[config.mk]
export PLATFORM = sky130hd
export DESIGN_NAME = axi_dma_rd_arb
export DESIGN_NICKNAME = d
export VERILOG_FILES = /design/src/rtl/axi_dma_rd_arb.sv
export SDC_FILE = /design/constraint.sdc
export NUM_CORES = 1
export LEC_CHECK = 0
export CAP_MARGIN = 20
export CORE_ASPECT_RATIO = 2
export CORE_UTILIZATION = 33
export DETAILED_ROUTE_END_ITERATION = 6
export HOLD_SLACK_MARGIN = 0.06
export PLACE_DENSITY_LB_ADDON = 0.15
export SYNTH_ARGS = -nofsm -noshare
export SYNTH_HDL_FRONTEND = slang
export SYNTH_SLANG_ARGS = --single-unit
export TNS_END_PERCENT = 50
[constraint.sdc]
create_clock -name clk -period 4.3 [get_ports clk]
set_input_delay 0.645 -clock clk [delete_from_list [all_inputs] [get_ports clk]]
set_output_delay 0.645 -clock clk [all_outputs]
set_load 0.05 [all_outputs]
[src/rtl/axi_dma_rd_arb.sv]
// Round-robin arbiter that shares one AXI DMA read engine among requesters.
// Issues one descriptor at a time and steers the returned stream to its owner.
module axi_dma_rd_arb #(
  parameter int NUM_REQ         = 4,
  parameter int AXI_ADDR_WIDTH  = 32,
  parameter int LEN_WIDTH       = 9,
  parameter int AXIS_DATA_WIDTH = 32,
  parameter int REQ_W           = $clog2(NUM_REQ)
) (
  input  logic                              clk,
  input  logic                              rst,
  input  logic [NUM_REQ*AXI_ADDR_WIDTH-1:0] req_addr,
  input  logic [NUM_REQ*LEN_WIDTH-1:0]      req_len,
  input  logic [NUM_REQ-1:0]                req_valid,
  output logic [NUM_REQ-1:0]                req_ready,
  output logic [NUM_REQ-1:0]                req_done,
  output logic [AXI_ADDR_WIDTH-1:0]         m_desc_addr,
  output logic [LEN_WIDTH-1:0]              m_desc_len,
  output logic                              m_desc_valid,
  input  logic                              m_desc_ready,
  input  logic                              m_desc_status_valid,
  input  logic [AXIS_DATA_WIDTH-1:0]        s_data_tdata,
  input  logic                              s_data_tvalid,
  output logic                              s_data_tready,
  input  logic                              s_data_tlast,
  output logic [AXIS_DATA_WIDTH-1:0]        out_tdata,
  output logic [NUM_REQ-1:0]                out_tvalid,
  input  logic [NUM_REQ-1:0]                out_tready,
  output logic                              out_tlast,
  output logic                              busy,
  output logic [REQ_W-1:0]                  grant
);

  typedef enum logic [1:0] {
    IDLE,
    ISSUE,
    XFER,
    DONE
  } state_t;

  state_t                    state_q, state_d;
  logic [REQ_W-1:0]          ptr_q, ptr_d;
  logic [REQ_W-1:0]          grant_q, grant_d;
  logic [AXI_ADDR_WIDTH-1:0] addr_q, addr_d;
  logic [LEN_WIDTH-1:0]      len_q, len_d;
  logic                      got_last_q, got_last_d;
  logic                      got_status_q, got_status_d;

  logic [NUM_REQ-1:0]        rot;
  logic                      found;
  logic [REQ_W-1:0]          win;
  logic [AXI_ADDR_WIDTH-1:0] win_addr;
  logic [LEN_WIDTH-1:0]      win_len;
  logic                      last_beat;

  // Rotate so bit 0 is the requester at ptr; first set bit wins.
  assign rot = (req_valid >> ptr_q)
             | (req_valid << (NUM_REQ - int'(ptr_q)));

  always_comb begin
    found    = 1'b0;
    win      = '0;
    win_addr = '0;
    win_len  = '0;
    for (int i = 0; i < NUM_REQ; i++) begin
      if (!found && rot[i]) begin
        found = 1'b1;
        win   = REQ_W'((int'(ptr_q) + i) % NUM_REQ);
      end
    end
    for (int i = 0; i < NUM_REQ; i++) begin
      if (win == REQ_W'(i)) begin
        win_addr = req_addr[i*AXI_ADDR_WIDTH +: AXI_ADDR_WIDTH];
        win_len  = req_len[i*LEN_WIDTH +: LEN_WIDTH];
      end
    end
  end

  assign last_beat = s_data_tvalid && out_tready[grant_q]
                  && s_data_tlast;

  always_comb begin
    state_d       = state_q;
    ptr_d         = ptr_q;
    grant_d       = grant_q;
    addr_d        = addr_q;
    len_d         = len_q;
    got_last_d    = got_last_q;
    got_status_d  = got_status_q;
    req_ready     = '0;
    req_done      = '0;
    m_desc_valid  = 1'b0;
    s_data_tready = 1'b0;
    out_tvalid    = '0;
    unique case (state_q)
      IDLE: begin
        if (found) begin
          req_ready[win] = ~rst;
          grant_d        = win;
          addr_d         = win_addr;
          len_d          = win_len;
          state_d        = (win_len != '0) ? ISSUE : DONE;
        end
      end
      ISSUE: begin
        m_desc_valid = 1'b1;
        if (m_desc_ready) begin
          state_d      = XFER;
          got_last_d   = 1'b0;
          got_status_d = 1'b0;
        end
      end
      XFER: begin
        out_tvalid[grant_q] = s_data_tvalid;
        s_data_tready       = out_tready[grant_q];
        if (last_beat) got_last_d = 1'b1;
        if (m_desc_status_valid) got_status_d = 1'b1;
        // Same-cycle events count, so either order finishes next cycle.
        if (got_last_d && got_status_d) state_d = DONE;
      end
      DONE: begin
        req_done[grant_q] = 1'b1;
        ptr_d   = (grant_q == REQ_W'(NUM_REQ - 1)) ? '0
                : grant_q + 1'b1;
        state_d = IDLE;
      end
      default: state_d = IDLE;
    endcase
  end

  always_ff @(posedge clk or posedge rst) begin
    if (rst) begin
      state_q      <= IDLE;
      ptr_q        <= '0;
      grant_q      <= '0;
      addr_q       <= '0;
      len_q        <= '0;
      got_last_q   <= 1'b0;
      got_status_q <= 1'b0;
    end else begin
      state_q      <= state_d;
      ptr_q        <= ptr_d;
      grant_q      <= grant_d;
      addr_q       <= addr_d;
      len_q        <= len_d;
      got_last_q   <= got_last_d;
      got_status_q <= got_status_d;
    end
  end

  assign m_desc_addr = addr_q;
  assign m_desc_len  = len_q;
  assign out_tdata   = s_data_tdata;
  assign out_tlast   = s_data_tlast;
  assign busy        = (state_q != IDLE);
  assign grant       = grant_q;

endmodule

==> impl_metrics.csv <==
group,metric,value,unit
setup_path,worst_r2r_endpoint,"state_q[1]",
power,totalPowerFinal,6.18,mW
routing,final_antenna_net_count,0,
setup_path,timing.critical_path.from_type,"flop",
setup_path,worstReg2RegStart,"ptr_q[0]",
grt,via_count_of_the_first_global_routing_pass,4686,
synth,synth_nets,723,
synth,synth_compound_gate_area_share,27.7,%
power,power.density,892,mW/mm2
cells_and_area,area.growth.synth_to_final,56.1,%
setup_path,reg2reg_slack,490,ps
timing,clock-skew-final,3.75,ps
setup_path,worst-endpoint-arrival,3390,ps
synth,yosys-mux-area-fraction,13.5,%
synth,most_used_dff_post_synth,"dfrtp_1",
grt,grt.total_usage,22.9,%
floorplanning,io_pins,301,
cells_and_area,count_of_filler_cells_inserted_in_the_layout,1227,
cells_and_area,antenna-diode-count,0,
setup_path,crit_type,"flop to output port",
routing,via_count,4674,
worst_hold_path,min-delay-path-class,"flop to flop",
grt,globalRoute.totalOverflow,0,
place,dpl-instance-area,0.00677,mm2
timing,holdWs,476,ps
setup_path,slowest_stage,"dfrtp_1",
routing,dr.first_iter.drc_count,274,
floorplanning,fp.coreArea,0.0131,mm2
setup_path,crit_path_max_fanout,11,
synth,synth-simple-area-share,17.6,%
timing,achievable-frequency,248,MHz
clock_tree,cts_hold_repair.buffers,0,
run,max_cap_violations,0,
cells_and_area,mostFrequentLayoutCells,"clkdlybuf4s50_1, a211oi_1, mux2i_1, dfrtp_1, nor2b_1",
clock_tree,clock_tree.root_cell,"clkbuf_16",
place,place.detailed.hpwl,12600,um
timing,rsz_0062_raised_after_global_routing,"no",
synth,share_of_async_settable_or_async_resettable_flops_after_synthesis,100,%
clock_tree,cts_resized,0,
routing,drc_violations_left,56,
clock_tree,insertion_delay,290,ps
setup_path,cp_top_family,"simple AND/OR/NAND/NOR gates",
status,outcome,"complete, but fails checks",
timing,worst_pin_slew,801,ps
floorplanning,initial_utilization,34.0,%
synth,netlist.area_leader.share,27.6,%
synth,synth_edf_count,0,
cells_and_area,num-nets-final,906,
worst_hold_path,min_delay_path_depth,1,
setup_path,crit_chain,"inv_1, ha_4, a21oi_1, a211oi_1, nor2_1, or3_1, a311o_2, nor4b_4, buf_12",
worst_hold_path,hold_path_end,"m_desc_addr[11]",
routing,wl_per_cell,19.1,um
synth,synth_area_leader_cell,"dfrtp_1",
clock_tree,ctsHtreeMaxLevel,2,
cells_and_area,mostFrequentLayoutCell,"clkdlybuf4s50_1",
setup_path,slowest_delay,640,ps
routing,viasPerCell,5.56,
floorplanning,chipWidth,84.0,um
setup_path,worstPathBufferInverterCount,2,
synth,syn-instance-count,504,
setup_path,timing.reg2reg.worst_path_depth,11,
setup_path,worst_ep_required_time,3650,ps
floorplanning,design.die.area,0.0139,mm2
place,portBuffers,236,
synth,synth_sequential_area_ratio,27.6,%
timing,fin_crit_sh,93.9,%
timing,timing.slew.headroom,46.6,%
setup_path,critical_path.endpoint_type,"output port",
routing,detail_route.first_pass.iterations,7,
synth,dominant_combinational_cell_family_by_area_after_synthesis,"compound AO/OA/AOI/OAI gates",
synth,synth_warnings,0,
synth,syn_avg_cell_area,8.80,um2
cells_and_area,fin_area,0.00693,mm2
timing,setup-tns-final,0,ps
clock_tree,cts_tree,"done",
power,power.leakage,2.93,nW
grt,grt_first_pass_wirelength,25200,um
floorplanning,die_height,166,um
timing,setup_violations,0,
grt,initial_antenna_violation_count,0,
timing,drv_slew,0,
clock_tree,path_clk_slew,70,ps
clock_tree,cts_made_buffers,5,
synth,synth_area_leaders,"dfrtp_1, mux2i_1, a211oi_1",
clock_tree,post-cts-setup-buffers,0,
clock_tree,numClockSinks,49,
routing,routed_wl,16100,um
synth,syn-cell-area,0.00444,mm2
power,vdd_drop_max,0.000652,V
worst_hold_path,min-delay-start,"m_desc_addr[11]",
cells_and_area,layout-drive-gt1-share,7.27,%
synth,synth_seq_cells,49,
synth,yosys.area_share.xor_xnor,0,%
status,failing_checks,"design-rule violations",
grt,largest_net_degree_at_the_start_of_global_routing,86,
timing,finalCriticalPeriod,4040,ps
clock_tree,clk_path_buf_depth,2,
synth,netlist-cell-type-count,57,
floorplanning,placementRows,59,
timing,hold_viol,0,
place,gp_congestion,0.914,
synth,post_synth_fa_ha_maj_area_fraction,2.54,%
==> metal layers <==
metal  vias up  track usage [%]  part of all wire [%]
met2       175             45.7                    57
met1      2236             22.1                    34
met5         -                0                     0
met3        48             3.78                   6.3
met4         0             10.3                   3.5
li1       2215                -                     -
==> cells by family after synthesis <==
group                    Yosys count
AO/OA/AOI/OAI                    167
adder cells (fa/ha/maj)            9
buffers and inverters             85
flip-flops                        49
multiplexers                      57
AND/OR/NAND/NOR                  137
==> cells in the mapped netlist (2+ instances only) <==
library cell,number
a211oi_1,68
mux2i_1,51
dfrtp_1,49
nor2b_1,38
buf_4,36
a21o_1,32
nand2_1,27
clkbuf_1,25
o21ai_0,17
nor2_1,15
nor3_1,11
a21oi_1,10
buf_2,10
inv_1,10
and3_1,9
ha_1,9
and2_1,7
o22ai_1,7
o32ai_1,7
nor4b_1,6
a31oi_1,5
nand3_1,5
a221oi_1,4
o31ai_1,4
mux2_4,3
nor3b_1,3
or4_1,3
buf_6,2
nand4_1,2
nor4_1,2
==> worst max-delay path by stage <==
| stage | from | to | cells after the start |
|---|---|---|---|
| 2_1_floorplan | ptr_q[0] | req_ready[2] | 15 |
| 3_3_place_gp | req_valid[1] | req_ready[2] | 8 |
| 3_5_place_dp | req_valid[1] | req_ready[2] | 8 |
| 4_1_cts | ptr_q[0] | req_ready[2] | 9 |
| 5_1_grt | ptr_q[0] | req_ready[2] | 9 |
| 6_report | ptr_q[0] | req_ready[2] | 9 |
==> power breakdown <==
part | switching (mW) | leakage, nW | internal [mW]
combinational | 3.01 | 2.27 | 1.90
clock | 0.176 | 0.0641 | 0.217
sequential | 0.170 | 0.602 | 0.708
==> layout make-up <==
| class | instances | area [um2] | share of cell area [%] |
|---|---|---|---|
| clock buffer | 7 | 133 | 1.91 |
| clock inverter | 1 | 7.51 | 0.108 |
| inverter | 10 | 37.5 | 0.542 |
| multi-input combinational | 370 | 2820 | 40.7 |
| sequential | 49 | 1230 | 17.7 |
| tap | 152 | 190 | 2.75 |
| timing repair buffer | 251 | 2510 | 36.3 |
==> per-stage QoR <==
| stage | setup WS [ps] | std cells | util [%] |
|---|---|---|---|
| 2_1_floorplan | 8.74 | 504 | - |
| 3_3_place_gp | 505 | 831 | 51.8 |
| 3_5_place_dp | 458 | 831 | 51.8 |
| 4_1_cts | 296 | 839 | 52.9 |
| 5_1_grt | 5.81 | 840 | 53.0 |
| 6_report | 262 | 840 | 53.0 |
==> registers in the layout, indices dropped and copies added (netlist names) <==
signal,count
m_desc_addr,32
m_desc_len,9
grant,2
ptr_q,2
state_q,2
got_last_q,1
got_status_q,1
(Power assumes the default switching activity.)
